===== src/rtl/proj1_alu_seq.sv =====
// rtl/proj1_alu_seq.sv - instruction sequencer and 16x8 register file feeding the proj1 ALU
// Optional debug read port (dbg_addr/dbg_data) is built only when PROJ1_SEQ_DBG_EN is defined.
module proj1_alu_seq #(
    parameter int ALU_LAT = 2
) (
    input  logic        clk,
    input  logic        rst,
    input  logic        instr_valid,
    output logic        instr_ready,
    input  logic [7:0]  instr_op,
    input  logic [3:0]  instr_rd,
    input  logic [3:0]  instr_rr,
    output logic [7:0]  alu_rd,
    output logic [7:0]  alu_rr,
    output logic [7:0]  alu_op,
    output logic        alu_ci,
    input  logic [15:0] alu_data,
    input  logic        alu_co,
    input  logic        alu_no,
    input  logic        alu_zo,
    output logic [2:0]  sreg,
    output logic        done
`ifdef PROJ1_SEQ_DBG_EN
    ,
    input  logic [3:0]  dbg_addr,
    output logic [7:0]  dbg_data
`endif
);

    typedef enum logic [2:0] {
        S_IDLE,
        S_IMM,
        S_ISSUE,
        S_WAIT,
        S_WB
    } state_t;

    typedef enum logic [2:0] {
        C_SHIFT,
        C_MUL,
        C_LOGIC,
        C_NEG,
        C_ADDSUB,
        C_LDI,
        C_NOP
    } class_t;

    localparam int CW = (ALU_LAT > 1) ? $clog2(ALU_LAT) : 1;

    function automatic class_t classify(input logic [7:0] op);
        class_t c;
        c = C_NOP;
        if (op[7:6] == 2'b11)                          c = C_ADDSUB;
        else if (op[7:4] == 4'b0000)                   c = C_SHIFT;
        else if (op[7:4] == 4'b0100)                   c = C_MUL;
        else if (op[7:4] == 4'b0011)                   c = C_LDI;
        else if (op[7:4] == 4'b1000 || op[7:4] == 4'b1001 || op[7:4] == 4'b1010)
                                                       c = C_LOGIC;
        else if (op[7:4] == 4'b1011 && op[1:0] == 2'b00)
                                                       c = C_NEG;
        return c;
    endfunction

    state_t        state_q, state_d;
    logic [7:0]    op_q, op_d;
    logic [3:0]    rd_q, rd_d;
    logic [3:0]    rr_q, rr_d;
    logic [CW-1:0] cnt_q, cnt_d;
    logic [7:0]    alu_rd_q, alu_rd_d;
    logic [7:0]    alu_rr_q, alu_rr_d;
    logic [7:0]    alu_op_q, alu_op_d;
    logic          alu_ci_q, alu_ci_d;
    logic [2:0]    sreg_q, sreg_d;
    logic          done_q, done_d;
    logic [7:0]    regs_q [16];

    logic          rf_we;
    logic          mul_we;
    logic [3:0]    rf_waddr;
    logic [7:0]    rf_wdata;
    class_t        in_cls;
    class_t        cur_cls;

    always_comb begin
        in_cls   = classify(instr_op);
        cur_cls  = classify(op_q);
        state_d  = state_q;
        op_d     = op_q;
        rd_d     = rd_q;
        rr_d     = rr_q;
        cnt_d    = cnt_q;
        alu_rd_d = alu_rd_q;
        alu_rr_d = alu_rr_q;
        alu_op_d = alu_op_q;
        alu_ci_d = alu_ci_q;
        sreg_d   = sreg_q;
        done_d   = 1'b0;
        rf_we    = 1'b0;
        mul_we   = 1'b0;
        rf_waddr = rd_q;
        rf_wdata = alu_data[7:0];

        unique case (state_q)
            S_IDLE: begin
                if (instr_valid) begin
                    op_d = instr_op;
                    rd_d = instr_rd;
                    rr_d = instr_rr;
                    if (in_cls == C_LDI || in_cls == C_NOP) begin
                        state_d = S_IMM;
                    end else begin
                        // Operands are latched here so they stay frozen until the next ALU accept.
                        state_d  = S_ISSUE;
                        alu_rd_d = regs_q[instr_rd];
                        alu_rr_d = regs_q[instr_rr];
                        alu_op_d = instr_op;
                        alu_ci_d = sreg_q[0];
                    end
                end
            end
            S_IMM: begin
                if (cur_cls == C_LDI) begin
                    rf_we    = 1'b1;
                    rf_wdata = {op_q[3:0], rr_q};
                end
                done_d  = 1'b1;
                state_d = S_IDLE;
            end
            S_ISSUE: begin
                cnt_d   = CW'(ALU_LAT - 1);
                state_d = (ALU_LAT == 1) ? S_WB : S_WAIT;
            end
            S_WAIT: begin
                cnt_d = cnt_q - 1'b1;
                if (cnt_q == CW'(1)) state_d = S_WB;
            end
            S_WB: begin
                done_d  = 1'b1;
                state_d = S_IDLE;
                case (cur_cls)
                    C_MUL: begin
                        mul_we = 1'b1;
                        sreg_d = {alu_zo, sreg_q[1], alu_co};
                    end
                    C_LOGIC, C_NEG: begin
                        // ALU flags are not trusted for these ops; derive Z/N from the result.
                        rf_we  = 1'b1;
                        sreg_d = {(alu_data[7:0] == 8'h00), alu_data[7], sreg_q[0]};
                    end
                    default: begin
                        rf_we  = 1'b1;
                        sreg_d = {alu_zo, alu_no, alu_co};
                    end
                endcase
            end
            default: state_d = S_IDLE;
        endcase
    end

    always_ff @(posedge clk or posedge rst) begin
        if (rst) begin
            state_q  <= S_IDLE;
            op_q     <= 8'h00;
            rd_q     <= 4'h0;
            rr_q     <= 4'h0;
            cnt_q    <= '0;
            alu_rd_q <= 8'h00;
            alu_rr_q <= 8'h00;
            alu_op_q <= 8'h00;
            alu_ci_q <= 1'b0;
            sreg_q   <= 3'b000;
            done_q   <= 1'b0;
        end else begin
            state_q  <= state_d;
            op_q     <= op_d;
            rd_q     <= rd_d;
            rr_q     <= rr_d;
            cnt_q    <= cnt_d;
            alu_rd_q <= alu_rd_d;
            alu_rr_q <= alu_rr_d;
            alu_op_q <= alu_op_d;
            alu_ci_q <= alu_ci_d;
            sreg_q   <= sreg_d;
            done_q   <= done_d;
        end
    end

    // MUL owns R0/R1 outright, so it wins over any rd-indexed write.
    always_ff @(posedge clk or posedge rst) begin
        if (rst) begin
            for (int i = 0; i < 16; i++) regs_q[i] <= 8'h00;
        end else if (mul_we) begin
            regs_q[0] <= alu_data[7:0];
            regs_q[1] <= alu_data[15:8];
        end else if (rf_we) begin
            regs_q[rf_waddr] <= rf_wdata;
        end
    end

    assign instr_ready = (state_q == S_IDLE);
    assign alu_rd      = alu_rd_q;
    assign alu_rr      = alu_rr_q;
    assign alu_op      = alu_op_q;
    assign alu_ci      = alu_ci_q;
    assign sreg        = sreg_q;
    assign done        = done_q;

`ifdef PROJ1_SEQ_DBG_EN
    assign dbg_data = regs_q[dbg_addr];
`endif

endmodule


===== config.mk =====
export PLATFORM = sky130hd
export DESIGN_NAME = proj1_alu_seq
export DESIGN_NICKNAME = d
export VERILOG_FILES = /design/src/rtl/proj1_alu_seq.sv
export SDC_FILE = /design/constraint.sdc
export NUM_CORES = 1
export LEC_CHECK = 0
export CAP_MARGIN = 5
export CORE_AREA = 2 2 201 124
export CTS_BUF_LIST = sky130_fd_sc_hd__clkbuf_4
export DETAILED_ROUTE_END_ITERATION = 10
export DIE_AREA = 0 0 203 126
export GPL_ROUTABILITY_DRIVEN = 0
export PLACE_DENSITY = 0.59
export RECOVER_POWER = 25
export REMOVE_ABC_BUFFERS = 1
export SYNTH_ARGS = -nofsm -noshare
export SYNTH_HDL_FRONTEND = slang
export SYNTH_SLANG_ARGS = --single-unit

===== constraint.sdc =====
create_clock -name clk -period 9.8 [get_ports clk]
set_clock_uncertainty 0.2 [all_clocks]
set_input_delay 1.96 -clock clk [delete_from_list [all_inputs] [get_ports clk]]
set_output_delay 1.96 -clock clk [all_outputs]
set_load 0.01 [all_outputs]

==> results.json, run 1 <==
{
  "outcome": "complete, but fails checks",
  "violated_checks": "capacitance limit, slew limit",
  "finish.utilization_pct": 43.7,
  "place.detailed.instances": 971,
  "slew_worst_pin_ns": 1.73,
  "finalCritPeriodShare_pct": 41.8,
  "htreeDepth": 4,
  "core_area_um2": 23700,
  "total_leakage_power_nw": 4.51,
  "finalCriticalPeriod_ns": 4.10,
  "post-synth-top-area-fraction_pct": 47.4,
  "drt-pass1-iter-count": 7,
  "filler_cell_count": 2152,
  "rsz0062_at_grt": "no",
  "synth_edf_count": 0,
  "crit_arrival_ns": 4.43,
  "final-setup-viol-count": 0,
  "floorplan.rows": 44,
  "die_area_um2": 25600,
  "final_net_count": 706,
  "synthAdderAreaFrac_pct": 0,
  "drt_iter0_markers": 325,
  "ws_path_type": "input port to register",
  "max_freq_mhz": 244,
  "synth_async_sr_flop_share_pct": 100,
  "cts.clk_slew.worst_paths_ns": 0.14,
  "route.vias.total": 5869,
  "synth.distinct_cells": 42,
  "synthMuxAreaShare_pct": 39.1,
  "finalWorstSetupSlack_ns": 5.70,
  "fp.dieW_um": 203,
  "cts_tree": "built",
  "critPathSlowestCell": "clkbuf_1",
  "regToRegSetupSlack_ns": 6.21,
  "global_route.overflow_total": 0,
  "tritoncts.num_buffers": 17,
  "cts-hold-fix-buffers": 0,
  "post_layout_nonfiller_instances": 1003,
  "clk_latency_ns": 0.58,
  "cts_post_setup_buffers_inserted": 0,
  "post_synthesis_cell_area_um2": 9350,
  "initial_utilization_pct": 39.4,
  "detail_route.drc_violations": 0,
  "final-max-slew-violation-count": 36,
  "final_layout_size_suffix_gt1_share_pct": 40.4,
  "synth_simple_gate_area_share_pct": 6.02,
  "wire_per_inst_um": 23.9,
  "synth_area_in_compound_gates_pct": 4.63,
  "hold_viol": 0,
  "ys_top_cells_by_area": "dfrtp_1 (47%), mux2_2 (20%), mux4_2 (15%)",
  "track_usage_pct": 19.5,
  "netlist_instances": 627,
  "crit_path_cell_trace": "clkdlybuf4s50_1, nor4b_4, clkbuf_1, o211ai_1, buf_4, a21oi_1, a22o_1",
  "synth_top_area_cell": "dfrtp_1",
  "aggregate_negative_setup_slack_ns": 0,
  "number_of_global_route_vias_before_repair": 6205,
  "synth_sequential_area_ratio_pct": 47.4,
  "wl_mm": 24.0,
  "synth.yosys.warnings": 0,
  "ys_dominant_reg_cell": "dfrtp_1",
  "post-synth-top-count-cell": "dfrtp_1",
  "synthXorXnorAreaFrac_pct": 0.0937,
  "grt_first_pass_wirelength_mm": 37.3,
  "ir_worst_vdd_v": 0.000131,
  "numPortBuffers": 67,
  "route.antenna.remaining_nets": 0,
  "totalPowerFinal_mw": 2.36,
  "hold_path_class": "register to register",
  "setup_ws_pre_cts_ns": 5.46,
  "relSlewSlack_pct": -16.4,
  "cts_resized": 0,
  "dp_hpwl_mm": 16.1,
  "startpoint_type": "input port",
  "clk_path_buf_depth": 2,
  "critPathRequiredTime_ns": 10.13,
  "die_h_um": 126,
  "max_stage_delay_ns": 0.83,
  "grt_max_degree": 120,
  "cts_num_sinks": 177,
  "antenna_found_initial": 1,
  "total_of_flip_flops_plus_latches_after_synthesis": 177,
  "post_synth_most_frequent_cells": "dfrtp_1 (177), mux2_2 (168), mux4_2 (64), clkbuf_1 (31), nor2b_1 (20)",
  "critical_path_peak_fanout": 21,
  "clock_tree.root_cell": "clkbuf_4",
  "ioPinCount": 68,
  "synthesis.area_per_instance_um2": 14.9,
  "area_growth_pct": 10.8,
  "power_per_cell_area_nw_per_um2": 228,
  "viasPerCell": 5.85,
  "end_kind": "register",
  "dominant_combinational_cell_family_by_area_after_synthesis": "multiplexers",
  "drv_cap": 4
}
## cells by family (layout without fill, tap and decap cells)
logic type	count (synthesis)	count (layout)
compound gates	61	61
xor+xnor	1	1
buf+inv	55	108
flops	177	177
mux	260	260
other cells	0	1
simple gates	73	73
## final timing paths
kind	startpoint	endpoint	cells past startpoint
max	instr_valid	alu_rr[5]	7
min	alu_op[7]	alu_op[7]	2
max reg2reg	state_q[0]	regs_q[109]	4
min reg2reg	alu_op[7]	alu_op[7]	2
max in group asynchronous	rst	regs_q[50]	3
min in group asynchronous	rst	regs_q[118]	2
## worst max-delay path, delay by kind of cell
family / cells / cell delay (ns)
buf+inv: 3 / 1.63
compound gates: 3 / 0.65
simple gates: 1 / 0.18
## registers in the layout, summed over array words and instances, names as in the netlist, 3 cells and up
name and cells:
sreg 3, alu_rr 8, alu_rd 8, alu_op 8, rd_q 4, op_q 8
regs_q 128, rr_q 4, state_q 3
## layer usage
| metal | wire length (µm) | vias up | GRT usage [%] |
|---|---|---|---|
| met5 | 0 | - | 0 |
| met4 | 190 | 0 | 4.12 |
| met3 | 1340 | 19 | 4.74 |
| met2 | 10700 | 181 | 28.7 |
| met1 | 11800 | 3182 | 29.4 |
| li1 | - | 2487 | - |
## placed cells by master (no fill, tap or decap), drive strengths merged, types with 3 or more instances in the layout
| cell type | count |
|---|---|
| dfrtp | 177 |
| mux2 | 177 |
| mux4 | 64 |
| clkdlybuf4s50 | 60 |
| nor2b | 20 |
| a21oi | 19 |
| mux2i | 19 |
| clkbuf | 19 |
| a211o | 15 |
| a22o | 15 |
| nand2 | 14 |
| clkinv | 11 |
| buf | 10 |
| o21ai | 7 |
| nor2 | 7 |
| nor3 | 7 |
| nand4 | 4 |
| and4 | 3 |
| nand4b | 3 |
| dlygate4sd3 | 3 |
| inv | 3 |
## layout make-up
class                   count  area [µm²]  area share, %
clock buffers              18         135           1.30
inverters                   3        16.3          0.157
diodes                      1        2.50         0.0242
well taps                 322         403           3.89
flip-flops and latches    177        4430           42.8
repair buffers             74         699           6.75
multi-input cells         395        4550           43.9
clock inverters            13         121           1.17
## power by group
part           internal, mW  switching [mW]  leakage, nW  total (mW)
logic                 0.491           0.308         2.03       0.799
clock network         0.149           0.258        0.145       0.407
registers             0.962           0.193         2.33        1.15
total                  1.60           0.759         4.51        2.36
## metrics by stage
stage	area, µm²	hold WS, ns
floorplan	9100	0.263
global placement	10200	0.268
detailed placement	10200	0.279
CTS	10500	0.311
global route	10400	0.331
finish	10400	0.311
No activity file was read; power rests on OpenSTA's default activity.
==> inputs of run 2 (changes only) <==
- PLACE_DENSITY: 0.59 -> 0.62
- clock period: 9.8 -> 3.6 ns (I/O delays scaled with it)
==> results.json, run 2 (synthesis results as in run 1) <==
{
  "outcome": "complete, but fails checks",
  "violated_checks": "capacitance limit, slew limit",
  "final_cell_mix": "dfrtp_1 (177), mux2_2 (168), mux4_2 (64), clkdlybuf4s50_1 (62), nor2b_1 (20)",
  "ws_path_type": "register to primary output",
  "grt_max_degree": 54,
  "cts_tree": "built",
  "final_net_count": 719,
  "numPortBuffers": 67,
  "setup_ws_pre_cts_ns": 0.740,
  "track_usage_pct": 19.9,
  "hold_start": "alu_rd[1]",
  "finalWorstSetupSlack_ns": 0.693,
  "drv_cap": 1,
  "dp_hpwl_mm": 16.9,
  "fp.dieW_um": 203,
  "end_kind": "primary output",
  "hold_path_class": "register to register",
  "number_of_global_route_vias_before_repair": 6303,
  "total_leakage_power_nw": 4.68,
  "hold_viol": 0,
  "cts_post_setup_buffers_inserted": 0,
  "clk_path_buf_depth": 2,
  "die_area_um2": 25600,
  "antenna_found_initial": 0,
  "post_dp_cell_area_um2": 10400,
  "totalPowerFinal_mw": 6.67,
  "final-setup-viol-count": 0,
  "clk_latency_ns": 0.60,
  "rsz0062_at_grt": "no",
  "crit_arrival_ns": 1.99,
  "cts-hold-fix-buffers": 0,
  "route.vias.total": 5945,
  "grt_first_pass_wirelength_mm": 38.2,
  "wire_per_inst_um": 24.0,
  "final-max-slew-violation-count": 42,
  "cts_num_sinks": 177,
  "final_layout_size_suffix_gt1_share_pct": 44.8,
  "drt-pass1-iter-count": 5,
  "worstSetupStartpoint": "state_q[2]",
  "htreeDepth": 4,
  "detail_route.drc_violations": 0,
  "wl_mm": 24.4,
  "finish.utilization_pct": 45.0,
  "layout.cells.most_common": "dfrtp_1",
  "ioPinCount": 68,
  "cts.clk_slew.worst_paths_ns": 0.15,
  "final_area_um2": 10700,
  "critical_path_peak_fanout": 8,
  "ir_worst_vdd_v": 0.000302,
  "route.antenna.remaining_nets": 0,
  "largest_register_ffs": 128,
  "drt_iter0_markers": 365,
  "regMostFlops": "regs_q",
  "critical_path.reg2reg.startpoint": "state_q[0]",
  "clock_tree.root_cell": "clkbuf_4",
  "global_route.overflow_total": 0,
  "area_growth_pct": 14.2,
  "floorplan.rows": 44,
  "relSlewSlack_pct": -35.6,
  "filler_cell_count": 2111,
  "max_freq_mhz": 344,
  "core_area_um2": 23700,
  "finalCritPeriodShare_pct": 80.7,
  "startpoint_type": "register",
  "slew_worst_pin_ns": 2.02,
  "cts_resized": 0,
  "n_antenna_cell": 0,
  "initial_utilization_pct": 39.4,
  "critPathRequiredTime_ns": 2.68,
  "viasPerCell": 5.85,
  "power_per_cell_area_nw_per_um2": 625,
  "tritoncts.num_buffers": 17,
  "finalCriticalPeriod_ns": 2.91,
  "die_h_um": 126
}
==> run 2: report_power, final <==
| group | switching, mW | internal, mW |
|---|---|---|
| combinational | 0.925 | 1.38 |
| clock | 0.748 | 0.489 |
| sequential | 0.511 | 2.62 |
| total | 2.18 | 4.49 |
==> run 2: worst paths after layout <==
| path | endpoint | slack [ns] | cells past startpoint |
|---|---|---|---|
| setup / recovery | instr_ready | 0.69 | 3 |
| hold / removal | alu_rd[1] | 0.32 | 1 |
| setup reg to reg | regs_q[119] | 0.76 | 4 |
| hold reg to reg | alu_rd[1] | 0.32 | 1 |
| max in group asynchronous | alu_rd[4] | 1.11 | 3 |
| min in group asynchronous | regs_q[84] | 0.89 | 2 |
==> run 2: area by class of cell <==
class	count	area, µm²	share of cell area [%]
multi-input cells	395	4670	43.7
flip-flops and latches	177	4430	41.5
repair buffers	87	860	8.05
well taps	322	403	3.77
clock inverters	15	178	1.66
clock buffers	17	128	1.20
inverters	3	12.5	0.117
==> run 2: stage by stage <==
| stage | std cells | TNS (ns) | hold slack (ns) |
|---|---|---|---|
| finish | 1016 | 0 | 0.323 |
| global route | 1016 | 0 | 0.348 |
| CTS | 1016 | 0 | 0.287 |
| detailed placement | 984 | 0 | 0.284 |
| global placement | 984 | 0 | 0.277 |
| floorplan | 575 | -379.56 | 0.263 |
==> run 2: layer usage <==
metal	GRT usage [%]	share of wire (%)	up-vias
li1	-	-	2512
met1	30.9	50	3248
met2	28.4	43	167
met3	4.58	5.4	18
met4	4.08	0.85	0
met5	0	0	-
==> run 2: worst max-delay path, stage by stage, from the launching register on <==
cell             delay, ns
dfrtp_1               0.41
clkbuf_1              0.22
nor3_1                0.20
clkdlybuf4s50_1       0.57
==> inputs of run 3 (changes only) <==
- clock period: 3.6 -> 2.3 ns (I/O delays scaled with it)
==> results.json, run 3 (synthesis results as in run 1) <==
{
  "endpoint": "regs_q[52]",
  "htreeDepth": 4,
  "viasPerCell": 5.85,
  "dp_hpwl_mm": 17.7,
  "n_antenna_cell": 0,
  "final-max-slew-violation-count": 0,
  "number_of_global_route_vias_before_repair": 6783,
  "cts.clk_slew.worst_paths_ns": 0.16,
  "max_freq_mhz": 421,
  "relSlewSlack_pct": 50.6,
  "finalCriticalPeriod_ns": 2.37,
  "cts_num_sinks": 177,
  "crit_path_cell_trace": "or4b_4, buf_6, nor2_4, buf_12, buf_16, buf_12, nor3_4, buf_12, mux2_2",
  "floorplan.rows": 44,
  "numPortBuffers": 67,
  "fp.dieW_um": 203,
  "regMostFlops": "regs_q",
  "violated_checks": "setup timing",
  "ioPinCount": 68,
  "final_layout_size_suffix_gt1_share_pct": 51.2,
  "worst_r2r_endpoint": "regs_q[52]",
  "ws_path_type": "register to register",
  "setup_ws_pre_cts_ns": -0.197,
  "route.vias.total": 6345,
  "worstSetupStartpoint": "op_q[5]",
  "max_stage_delay_ns": 0.55,
  "largest_register_ffs": 128,
  "reg2reg_depth": 9,
  "route.antenna.remaining_nets": 0,
  "hold_path_class": "input port to register",
  "worst_path_dominant_cell_family": "simple AND/OR/NAND/NOR gates",
  "final_cell_mix": "dfrtp_1 (177), mux2_2 (125), mux4_2 (64), clkdlybuf4s50_1 (61), mux2_4 (60)",
  "totalPowerFinal_mw": 10.9,
  "wl_mm": 26.8,
  "critPathSlowestCell": "or4b_4",
  "global_route.overflow_total": 0,
  "crit_cells": 9,
  "initial_utilization_pct": 39.4,
  "end_kind": "register",
  "ir_worst_vdd_v": 0.000505,
  "regToRegSetupSlack_ns": -0.07,
  "core_area_um2": 23700,
  "drt-pass1-iter-count": 5,
  "track_usage_pct": 21.5,
  "detail_route.drc_violations": 0,
  "critPathRequiredTime_ns": 2.58,
  "crit_arrival_ns": 2.65,
  "grt_first_pass_wirelength_mm": 41.3,
  "number_of_buffer_and_inverter_instances_along_the_worst_setup_path": 5,
  "area_growth_pct": 26.5,
  "most_used_cell_cp": "buf_12",
  "tritoncts.num_buffers": 17,
  "clk_path_buf_depth": 2,
  "die_h_um": 126,
  "startpoint_type": "register",
  "hold_start": "instr_rd[0]",
  "final-setup-viol-count": 87,
  "grt_max_degree": 51,
  "wire_per_inst_um": 24.7,
  "critical_path_peak_fanout": 8,
  "outcome": "complete, but fails checks",
  "drt_iter0_markers": 385,
  "layout.cells.most_common": "dfrtp_1",
  "cts_tree": "built",
  "aggregate_negative_setup_slack_ns": -2.47,
  "clk_latency_ns": 0.60,
  "slew_worst_pin_ns": 0.739,
  "final_net_count": 788,
  "total_leakage_power_nw": 5.31,
  "finalWorstSetupSlack_ns": -0.0727,
  "die_area_um2": 25600,
  "drv_cap": 0,
  "hold_viol": 0,
  "rsz0062_at_grt": "yes",
  "timing.hold.worst_path_depth": 3,
  "finalCritPeriodShare_pct": 103,
  "critical_path.reg2reg.startpoint": "op_q[5]",
  "power_per_cell_area_nw_per_um2": 923,
  "clock_tree.root_cell": "clkbuf_4",
  "antenna_found_initial": 0
}
==> run 3: changes by cell type in the layout (fill, tap and decap cells not counted), moves of 3 or more <==
cell / before / now
inv_6: 5 / 2
clkinvlp_4: 1 / 4
buf_12: 5 / 28
and4_1: 3 / 0
mux2_2: 168 / 125
buf_6: 0 / 13
and4_2: 0 / 3
mux2_4: 8 / 60
buf_4: 14 / 35
==> run 3: worst min-delay path by stage <==
stage           endpoint  slack [ns]
6_report         rd_q[0]        0.19
3_3_place_gp   alu_op[7]        0.27
2_1_floorplan      cnt_q        0.26
4_1_cts          rr_q[0]        0.16
5_1_grt          rr_q[0]        0.19
3_5_place_dp   alu_rd[6]        0.28
==> run 3: metrics by stage <==
stage | util [%] | instance area (µm²) | instances | hold slack [ns]
2_1_floorplan | - | 9100 | 575 | 0.263
3_3_place_gp | 46.7 | 11100 | 1041 | 0.270
3_5_place_dp | 46.7 | 11100 | 1041 | 0.277
4_1_cts | 48.9 | 11600 | 1084 | 0.164
5_1_grt | 49.8 | 11800 | 1085 | 0.193
6_report | 49.8 | 11800 | 1085 | 0.194
==> run 3: metal layers <==
layer	track usage [%]	vias up	routed length (µm)
met1	32.4	3417	12800
met4	5.75	0	409
met5	0	-	0
met2	31.8	218	11900
li1	-	2676	-
met3	4.27	34	1640
==> run 3: where the power goes <==
group / switching (mW) / total [mW] / internal (mW)
combinational: 1.62 / 4.16 / 2.54
sequential: 0.882 / 4.98 / 4.10
clock: 1.12 / 1.77 / 0.652
total: 3.62 / 10.9 / 7.29
==> run 3: area by class of cell <==
cell class                 count  area [µm²]
multi-input combinational    403        5030
sequential                   177        4430
fill                        2003       11900
timing repair buffer         148        1670
inverter                       3        15.0
tap                          322         403
clock buffer                  18         135
clock inverter                14         140
==> run 3: worst min-delay path, stage by stage <==
cell and delay [ns]:
buf_2 0.10, buf_12 0.21, mux2_2 0.18
==> run 3: timing repair <==
action / in CTS / in global routing
buffers inserted: 5 / 3
setup endpoints to repair: 129 / 128
pin swaps: 6 / 3
resized for setup: 38 / 54
cloned: 8 / 1
endpoints found under the hold margin: 23 / 0
hold buffers: 1 / 0
